[src/rtl/od_pulse_rx.sv]
// od_pulse_rx: open-drain pulse-width receiver; decodes bits, bus reset, and answers with a presence pulse.
// Byte valid 3 clocks after the line is sampled high; an unaccepted byte is overwritten and flagged as overrun.
module od_pulse_rx #(
  parameter int T_GLITCH = 4,
  parameter int T_BIT    = 60,
  parameter int T_RST    = 480,
  parameter int T_PW     = 30,
  parameter int T_PL     = 120
) (
  input  logic       clk,
  input  logic       resetn,
  input  logic       din,
  output logic       drive_low,
  output logic [7:0] data,
  output logic       data_valid,
  input  logic       data_ready,
  output logic       reset_seen,
  output logic       overrun,
  output logic       err
);

  localparam logic [15:0] W_GLITCH = 16'(T_GLITCH);
  localparam logic [15:0] W_BIT    = 16'(T_BIT);
  localparam logic [15:0] W_RST    = 16'(T_RST);
  localparam logic [15:0] W_PW     = 16'(T_PW);
  localparam logic [15:0] W_PL     = 16'(T_PL);

  typedef enum logic [1:0] {IDLE, LOW, PRES_WAIT, PRES_DRIVE} state_t;

  state_t      state, state_nx;
  logic        din_m, din_s;
  logic [15:0] cnt, cnt_nx;
  logic [1:0]  hold, hold_nx;
  logic        bit_stb, bit_stb_nx;
  logic        bit_val, bit_val_nx;
  logic        rst_det, err_det;
  logic [7:0]  shift;
  logic [7:0]  shift_nx;
  logic [2:0]  bit_cnt;

  assign shift_nx = {bit_val, shift[7:1]};

  always_ff @(posedge clk or negedge resetn) begin
    if (!resetn) state <= IDLE;
    else         state <= state_nx;
  end

  always_comb begin
    state_nx   = state;
    cnt_nx     = cnt;
    hold_nx    = hold;
    bit_stb_nx = 1'b0;
    bit_val_nx = 1'b0;
    rst_det    = 1'b0;
    err_det    = 1'b0;
    case (state)
      IDLE: begin
        // hold masks the synchronizer still carrying our own presence low
        if (hold != 2'd0) begin
          hold_nx = hold - 2'd1;
        end else if (!din_s) begin
          state_nx = LOW;
          cnt_nx   = 16'd1;
        end
      end
      LOW: begin
        if (!din_s) begin
          if (cnt != 16'hFFFF) cnt_nx = cnt + 16'd1;
        end else if (cnt >= W_RST) begin
          rst_det  = 1'b1;
          state_nx = PRES_WAIT;
          cnt_nx   = 16'd1;
        end else begin
          state_nx = IDLE;
          cnt_nx   = 16'd0;
          if (cnt >= W_GLITCH) begin
            bit_stb_nx = 1'b1;
            bit_val_nx = (cnt < W_BIT);
          end
        end
      end
      PRES_WAIT: begin
        if (!din_s) begin
          err_det  = 1'b1;
          state_nx = LOW;
          cnt_nx   = 16'd1;
        end else if (cnt == W_PW) begin
          state_nx = PRES_DRIVE;
          cnt_nx   = 16'd1;
        end else begin
          cnt_nx = cnt + 16'd1;
        end
      end
      PRES_DRIVE: begin
        if (cnt == W_PL) begin
          state_nx = IDLE;
          cnt_nx   = 16'd0;
          hold_nx  = 2'd2;
        end else begin
          cnt_nx = cnt + 16'd1;
        end
      end
      default: state_nx = IDLE;
    endcase
  end

  always_ff @(posedge clk or negedge resetn) begin
    if (!resetn) begin
      din_m      <= 1'b1;
      din_s      <= 1'b1;
      cnt        <= '0;
      hold       <= '0;
      bit_stb    <= 1'b0;
      bit_val    <= 1'b0;
      drive_low  <= 1'b0;
      reset_seen <= 1'b0;
      err        <= 1'b0;
    end else begin
      din_m      <= din;
      din_s      <= din_m;
      cnt        <= cnt_nx;
      hold       <= hold_nx;
      bit_stb    <= bit_stb_nx;
      bit_val    <= bit_val_nx;
      drive_low  <= (state_nx == PRES_DRIVE);
      reset_seen <= rst_det;
      err        <= err_det;
    end
  end

  // decoded bit lands one clock after classification, so a reset and a bit never collide
  always_ff @(posedge clk or negedge resetn) begin
    if (!resetn) begin
      shift      <= '0;
      bit_cnt    <= '0;
      data       <= '0;
      data_valid <= 1'b0;
      overrun    <= 1'b0;
    end else begin
      overrun <= 1'b0;
      if (rst_det) begin
        shift   <= '0;
        bit_cnt <= '0;
      end else if (bit_stb) begin
        shift   <= shift_nx;
        bit_cnt <= bit_cnt + 3'd1;
      end
      if (bit_stb && bit_cnt == 3'd7) begin
        data       <= shift_nx;
        data_valid <= 1'b1;
        overrun    <= data_valid && !data_ready;
      end else if (data_valid && data_ready) begin
        data_valid <= 1'b0;
      end
    end
  end

endmodule
[config.mk]
export PLATFORM = sky130hd
export DESIGN_NAME = od_pulse_rx
export DESIGN_NICKNAME = d
export VERILOG_FILES = /design/src/rtl/od_pulse_rx.sv
export SDC_FILE = /design/constraint.sdc
export NUM_CORES = 1
export LEC_CHECK = 0
export ABC_AREA = 1
export CORE_ASPECT_RATIO = 0.7
export CORE_MARGIN = 5
export CORE_UTILIZATION = 45
export CTS_CLUSTER_DIAMETER = 80
export DETAILED_ROUTE_END_ITERATION = 7
export PLACE_DENSITY_LB_ADDON = 0.25
export SETUP_SLACK_MARGIN = 0.3
export SYNTH_ARGS = -nofsm -noshare
export SYNTH_HDL_FRONTEND = slang
export SYNTH_SLANG_ARGS = --single-unit
[constraint.sdc]
create_clock -name clk -period 1.8 [get_ports clk]
set_clock_uncertainty 0.2 [all_clocks]
set_input_delay 0.18 -clock clk [delete_from_list [all_inputs] [get_ports clk]]
set_output_delay 0.18 -clock clk [all_outputs]
set_load 0.005 [all_outputs]
==> results of run 1 <==
[power breakdown]
group | switching (W) | leakage (nW) | internal [W]
registers | 0.0000644 | 0.639 | 0.00111
clock network | 0.000396 | 0.0581 | 0.000414
logic | 0.000566 | 1.33 | 0.000478
[routing by layer]
| layer | GRT usage | vias up | wire length [um] |
|---|---|---|---|
| met5 | 0 | - | 0 |
| met4 | 0.0478 | 0 | 106 |
| met3 | 0.0427 | 13 | 615 |
| met2 | 0.328 | 108 | 4000 |
| met1 | 0.327 | 1299 | 3850 |
| li1 | - | 1304 | - |
[cell families (layout without fill, tap and decap cells)]
logic type | count (synthesis) | count (layout) | share of synthesized area
AND/OR/NAND/NOR | 183 | 183 | 0.317
buffers and inverters | 60 | 155 | 0.0962
XOR/XNOR | 7 | 7 | 0.0236
flip-flops | 47 | 47 | 0.453
adder cells (fa/ha/maj) | 6 | 6 | 0.0289
multiplexers | 1 | 1 | 0.00433
AO/OA/AOI/OAI | 36 | 36 | 0.0770
[sequential cells by signal, summed over array words and instances (netlist names)]
name and count:
data 8, data_valid 1, state 2, din_m 1, hold 2, drive_low 1
bit_stb 1, cnt 16, din_s 1, shift 7, bit_cnt 3, overrun 1
err 1, reset_seen 1, bit_val 1
[synth_stat cells, types with 3 or more instances]
cell type | instances | area (um2)
nor2_1 | 32 | 120
xor2_1 | 5 | 43.8
inv_1 | 40 | 150
nor3_1 | 6 | 30.0
ha_1 | 6 | 75.1
o21ai_1 | 18 | 90.1
dfrtp_1 | 45 | 1130
inv_2 | 6 | 22.5
buf_2 | 5 | 25.0
nor2_2 | 3 | 18.8
nand2_1 | 72 | 270
nand3_1 | 50 | 250
nand4_1 | 13 | 81.3
clkbuf_1 | 4 | 15.0
o21ai_0 | 10 | 50.1
[path summary, 6_finish.rpt]
path	start	end	slack [ns]	cells past startpoint
max	cnt[6]	cnt[5]	-0.13	11
min	din	din_m	0.07	1
max reg2reg	cnt[6]	cnt[5]	-0.13	11
min reg2reg	din_m	din_s	0.16	0
max in group asynchronous	resetn	din_s	0.94	3
min in group asynchronous	resetn	cnt[1]	0.17	3
[worst max-delay path, delay by kind of cell (launching register included)]
family,cells,cell delay [ns]
buf+inv,3,0.36
simple gates,7,0.80
compound gates,1,0.05
flops,1,0.42
[through the flow]
stage               instance area, um2  utilization  hold slack [ns]  power [W]
finish                            4020        0.710           0.0729    0.00303
global route                      4020        0.710           0.0751    0.00317
floorplan                         2660            -           -0.316    0.00157
global placement                  3330        0.587          -0.0159    0.00189
CTS                               3610        0.636           0.0692    0.00282
detailed placement                3330        0.587          -0.0133    0.00190
[repair_timing]
item / CTS / global route
hold endpoints to repair: 47 / 0
pin swaps: 11 / 31
endpoints found under the setup margin: 50 / 43
cloned: 0 / 2
buffers inserted: 7 / 10
hold buffers: 1 / 0
gates resized for setup: 46 / 76
[area by class of cell]
type	count	area share
inverters	48	0.0479
flip-flops and latches	47	0.294
clock inverters	3	0.0109
repair buffers	99	0.219
well taps	75	0.0233
multi-input cells	233	0.388
clock buffers	5	0.0171
==> summary.txt, run 1 <==
Outcome
  – Status: finished, violations left
  – Violated checks: setup timing

Yosys
  – Post-Synthesis Net Count: 350
  – Yosys Warn Count: 0
  – Cells after synthesis: 340
  – Syn Area/Cell: 7.65 um2
  – Synth unique cells: 34
  – Seq cells post-synth: 47
  – Async set-reset flop share out of synthesis: 1.00
  – Dominant synthesized flop cell: dfrtp_1
  – Mapped cell area: 0.00260 mm2
  – Post-synth EDFFs: 0
  – Register area share after synthesis: 0.453

Die
  – Core outline area: 0.00567 mm2
  – Initial core utilization: 0.459
  – Die height: 73.6 um
  – Die ar.: 0.00742 mm2
  – Cell Rows: 23
  – DIE WIDTH: 101 um
  – IO Pins: 17

Layout
  – Diodes inserted: 0
  – Multi-input gate area: 0.00156 mm2
  – Layout Cells excl Fill: 510
  – Most common cell after layout, fill and taps aside: buf_4
  – Commonest non-fill, non-tap cells in the layout: buf_4 (64), nand2_1 (52), nand3_1 (42), dfrtp_1 (41), inv_1 (37)
  – Synthesis-to-layout area growth: 54.7%
  – Fraction of layout cells with a size suffix above 1: 0.428
  – Fill count: 405
  – Sequential cell area: 0.00118 mm2
  – Nets: 444

Timing
  – RSZ-0062 raised after global routing: yes
  – Peak Freq: 0.518 GHz
  – Final hold violations: 0
  – Worst slew margin: 0.698
  – Slew @ Worst Pin: 0.454 ns
  – Endpoints failing setup: 30
  – Post-layout minimum cycle time: 1.93 ns
  – Max-slew violation count: 0
  – Post-route setup TNS: -1.42 ns
  – Final Cycle Share: 1.07
  – Post-route setup slack: -0.131 ns

Worst setup path
  – Peak per-stage delay on the critical path: 0.42 ns
  – Crit end category: register
  – Critical path required time: 1.82 ns
  – CP max FO: 5
  – Worst Setup Path Type: reg2reg
  – Critical-path top delay cell: dfrtp_1
  – Critical-path cell list: buf_4 > nand2_1 > nor2_2 > nand2_4 > nor2_4 > nand3_4 > nand2_8 > buf_6 > o21ai_2 > nand2_1 > inv_1
  – Arrival time worst endpoint: 1.95 ns
  – Top cell by count, worst path: nand2_1
  – Worst setup SP type: register

Global routing
  – GRT Total Usage: 0.219
  – Vias in the first global route: 2524
  – Largest net degree at the start of global routing: 48
  – Total grt overflow: 0
  – First-pass GRT wire length: 12.6 mm
  – Initial antenna violation count: 0

Pwr
  – Worst vdd ir: 0.587 mV
  – Cell Pwr Density: 753 mW/mm2
  – LEAKAGE: 2.02 nW

Clock network
  – CTS tree: built
  – Clk slew on worst S/H paths: 0.10 ns
  – H-tree Lvls: 2
  – Root Driver: clkbuf_8
  – Worst-Skew Late Latency: 0.31 ns
  – TritonCTS Buffers: 5
  – Max Buffers Root-to-Sink: 2
  – Clk sink count: 47

Drt
  – DR WL/cell: 16.8 um
  – Vias: 2724
  – 1st-pass router iterations: 5
  – Post-route DRC: 0
  – DRT antenna net count: 0
  – Initial drt markers: 202
  – Total Wirelength: 8.58 mm
  – Post-DR vias/cell: 5.34

Placement
  – HPWL after detailed placement: 5.30 mm
  – Port Buf Inserts: 16
  – GPL Wtd Cong: 0.924
  – Setup WS pre-CTS: -0.196 ns
  – Dpl cells: 482

Flow run
  – Max-cap viol count: 0

Worst hold path
  – Min-delay worst type: in2reg
Power figures use the tool's default switching activity.
==> inputs of run 2 (changes only) <==
--- a/config.mk
+++ b/config.mk
@@ -5,7 +5,6 @@
 export SDC_FILE = /design/constraint.sdc
 export NUM_CORES = 1
 export LEC_CHECK = 0
-export ABC_AREA = 1
 export CORE_ASPECT_RATIO = 0.7
 export CORE_MARGIN = 5
 export CORE_UTILIZATION = 45
==> summary.txt, run 2 <==
Drt
  – Vias: 2093
  – DR WL/cell: 15.0 um
  – DRT antenna net count: 0
  – Initial drt markers: 145
  – 1st-pass router iterations: 4
  – Post-route DRC: 0
  – Post-DR vias/cell: 5.35
  – Total Wirelength: 5.88 mm

Clock network
  – Clk sink count: 47
  – Worst-Skew Late Latency: 0.30 ns
  – Root Driver: clkbuf_8
  – Max Buffers Root-to-Sink: 2
  – CTS tree: built
  – H-tree Lvls: 2
  – TritonCTS Buffers: 5
  – Clk slew on worst S/H paths: 0.09 ns

Layout
  – Diodes inserted: 0
  – Sequential cell area: 0.00118 mm2
  – Fraction of layout cells with a size suffix above 1: 0.389
  – Post-route cell area: 0.00347 mm2
  – Nets: 328
  – Synthesis-to-layout area growth: 45.0%
  – Multi-input gate area: 0.00133 mm2
  – Most common cell after layout, fill and taps aside: buf_4
  – Fill count: 406
  – Max reg flops: 16
  – Largest regs: cnt: 16 flops, data: 8 flops, shift: 7 flops
  – Reg with most FFs: cnt
  – Layout Cells excl Fill: 391
  – Commonest non-fill, non-tap cells in the layout: buf_4 (69), dfrtp_1 (45), nor2_1 (21), nand2_1 (17), dlygate4sd2_1 (13)

Timing
  – Post-layout minimum cycle time: 2.38 ns
  – Final hold violations: 0
  – Final Cycle Share: 1.32
  – Endpoints failing setup: 23
  – Worst slew margin: 0.683
  – RSZ-0062 raised after global routing: yes
  – Post-route setup slack: -0.576 ns
  – Hold slack: 0.0809 ns
  – Max-slew violation count: 0
  – Peak Freq: 0.421 GHz
  – Slew @ Worst Pin: 0.475 ns

Global routing
  – Initial antenna violation count: 0
  – Total grt overflow: 0
  – First-pass GRT wire length: 10.1 mm
  – Vias in the first global route: 2046
  – GRT Total Usage: 0.181
  – Largest net degree at the start of global routing: 48

Yosys
  – Post-synth EDFFs: 0
  – Yosys Warn Count: 0
  – Register area share after synthesis: 0.493
  – Mapped cell area: 0.00239 mm2
  – Cells after synthesis: 234
  – Dominant synthesized flop cell: dfrtp_1
  – Synth unique cells: 48
  – Syn Area/Cell: 10.2 um2
  – Area share of the leading cell type in the synthesized netlist: 0.471
  – Post-Synthesis Net Count: 244
  – Async set-reset flop share out of synthesis: 1.00
  – Ranking of synthesized cells by area: dfrtp_1 (47%), nor2_1 (4.1%), mux2i_1 (3.8%)
  – Most frequent cells after synthesis: dfrtp_1 (45), nor2_1 (26), nand2_1 (21), nand3_1 (14), mux2i_1 (9)
  – Most frequent cell after synthesis: dfrtp_1
  – Seq cells post-synth: 47
  – Area leader, netlist: dfrtp_1

Die
  – Core outline area: 0.00520 mm2
  – Initial core utilization: 0.460
  – DIE WIDTH: 97.1 um
  – Cell Rows: 22
  – IO Pins: 17
  – Die ar.: 0.00690 mm2
  – Die height: 71 um

Worst setup path
  – Critical-path top delay cell: or4_4
  – Crit end category: register
  – Worst setup SP type: register
  – CP max FO: 8
  – Arrival time worst endpoint: 2.37 ns
  – Worst path bufs/invs: 0
  – Peak per-stage delay on the critical path: 0.58 ns
  – Critical path required time: 1.80 ns
  – Worst Setup Path Type: reg2reg
  – Critical-path cell list: or4_4 > o41ai_4 > o221a_4 > nor2_4 > a22o_1
  – Delay-heaviest family, CP: compound AO/OA/AOI/OAI gates

Pwr
  – Worst vdd ir: 0.416 mV
  – Cell Pwr Density: 605 mW/mm2
  – Power Internal: 0.00161 W
  – Net Switching: 0.000495 W
  – Overall power: 0.00210 W
  – Clock share of power: 0.381
  – Switching share of power: 0.236
  – Comb power frac: 0.101
  – LEAKAGE: 1.66 nW
  – Sequential power share: 0.518

Flow run
  – Max-cap viol count: 0

Placement
  – Setup WS pre-CTS: -0.568 ns
  – HPWL after detailed placement: 4.14 mm
  – Dpl cells: 365
  – Port Buf Inserts: 16
  – Post-DP Area: 0.00306 mm2
  – GPL Wtd Cong: 0.877

Worst hold path
  – Min-delay worst type: in2reg

Outcome
  – Status: finished, violations left
  – Violated checks: setup timing
run 2: path summary, 6_finish.rpt:
check | from | endpoint | slack (ns) | depth (start not counted)
min reg2reg | din_m | din_s | 0.16 | 0
max | cnt[5] | cnt[11] | -0.58 | 5
max reg2reg | cnt[5] | cnt[11] | -0.58 | 5
min | din | din_m | 0.08 | 1
min in group asynchronous | resetn | hold[0] | 0.17 | 3
max in group asynchronous | resetn | din_s | 0.97 | 3
run 2: final cells by class:
type                    instances  share of cell area
well taps                      72              0.0260
multi-input cells             167               0.385
inverters                       7             0.00830
clock inverters                 3              0.0137
clock buffers                   5              0.0198
flip-flops and latches         47               0.340
repair buffers                 90               0.208
run 2: routing by layer:
metal,global-route usage,part of all wire,vias up
met3,0.0345,0.046,7
met1,0.259,0.49,1029
met4,0.0452,0.0075,0
met5,0,0,-
li1,-,-,1019
met2,0.284,0.45,38
run 2: cell families (layout without fill, tap and decap cells):
logic type | count (synthesis) | in the layout | synth area share
AO/OA/AOI/OAI | 42 | 42 | 0.138
multiplexers | 17 | 17 | 0.0753
AND/OR/NAND/NOR | 98 | 99 | 0.216
XOR/XNOR | 3 | 3 | 0.0110
adder cells (fa/ha/maj) | 6 | 6 | 0.0314
flip-flops | 47 | 47 | 0.493
buffers and inverters | 21 | 105 | 0.0361
run 2: worst reg2reg max path: stages (launching register included):
cell,delay (ns)
dfrtp_1,0.39
or4_4,0.58
o41ai_4,0.47
o221a_4,0.34
nor2_4,0.09
a22o_1,0.21
run 2: power by group through the flow:
stage          Sequential, W  Clock (W)  Combinational [W]
4_1_cts              0.00109   0.000827           0.000194
3_3_place_gp         0.00111          0           0.000160
3_5_place_dp         0.00111          0           0.000166
6_report             0.00109   0.000800           0.000213
5_1_grt              0.00109   0.000865           0.000236
2_1_floorplan        0.00111          0          0.0000773
run 2: per-stage QoR:
stage,util,TNS [ns]
after floorplan,-,-8.05
after global placement,0.588,-10.09
after detailed placement,0.588,-10.89
after CTS,0.654,-10.06
after global routing,0.667,-12.46
final,0.667,-10.54
run 2: repair_timing:
action                                  in CTS  in global routing
gates resized for setup                     45                  7
endpoints found under the hold margin       47                  0
gates cloned                                 1                  0
pin swaps                                   11                  6
endpoints found under the setup margin      55                 42
hold buffers                                 1                  0
setup buffers                               12                  4
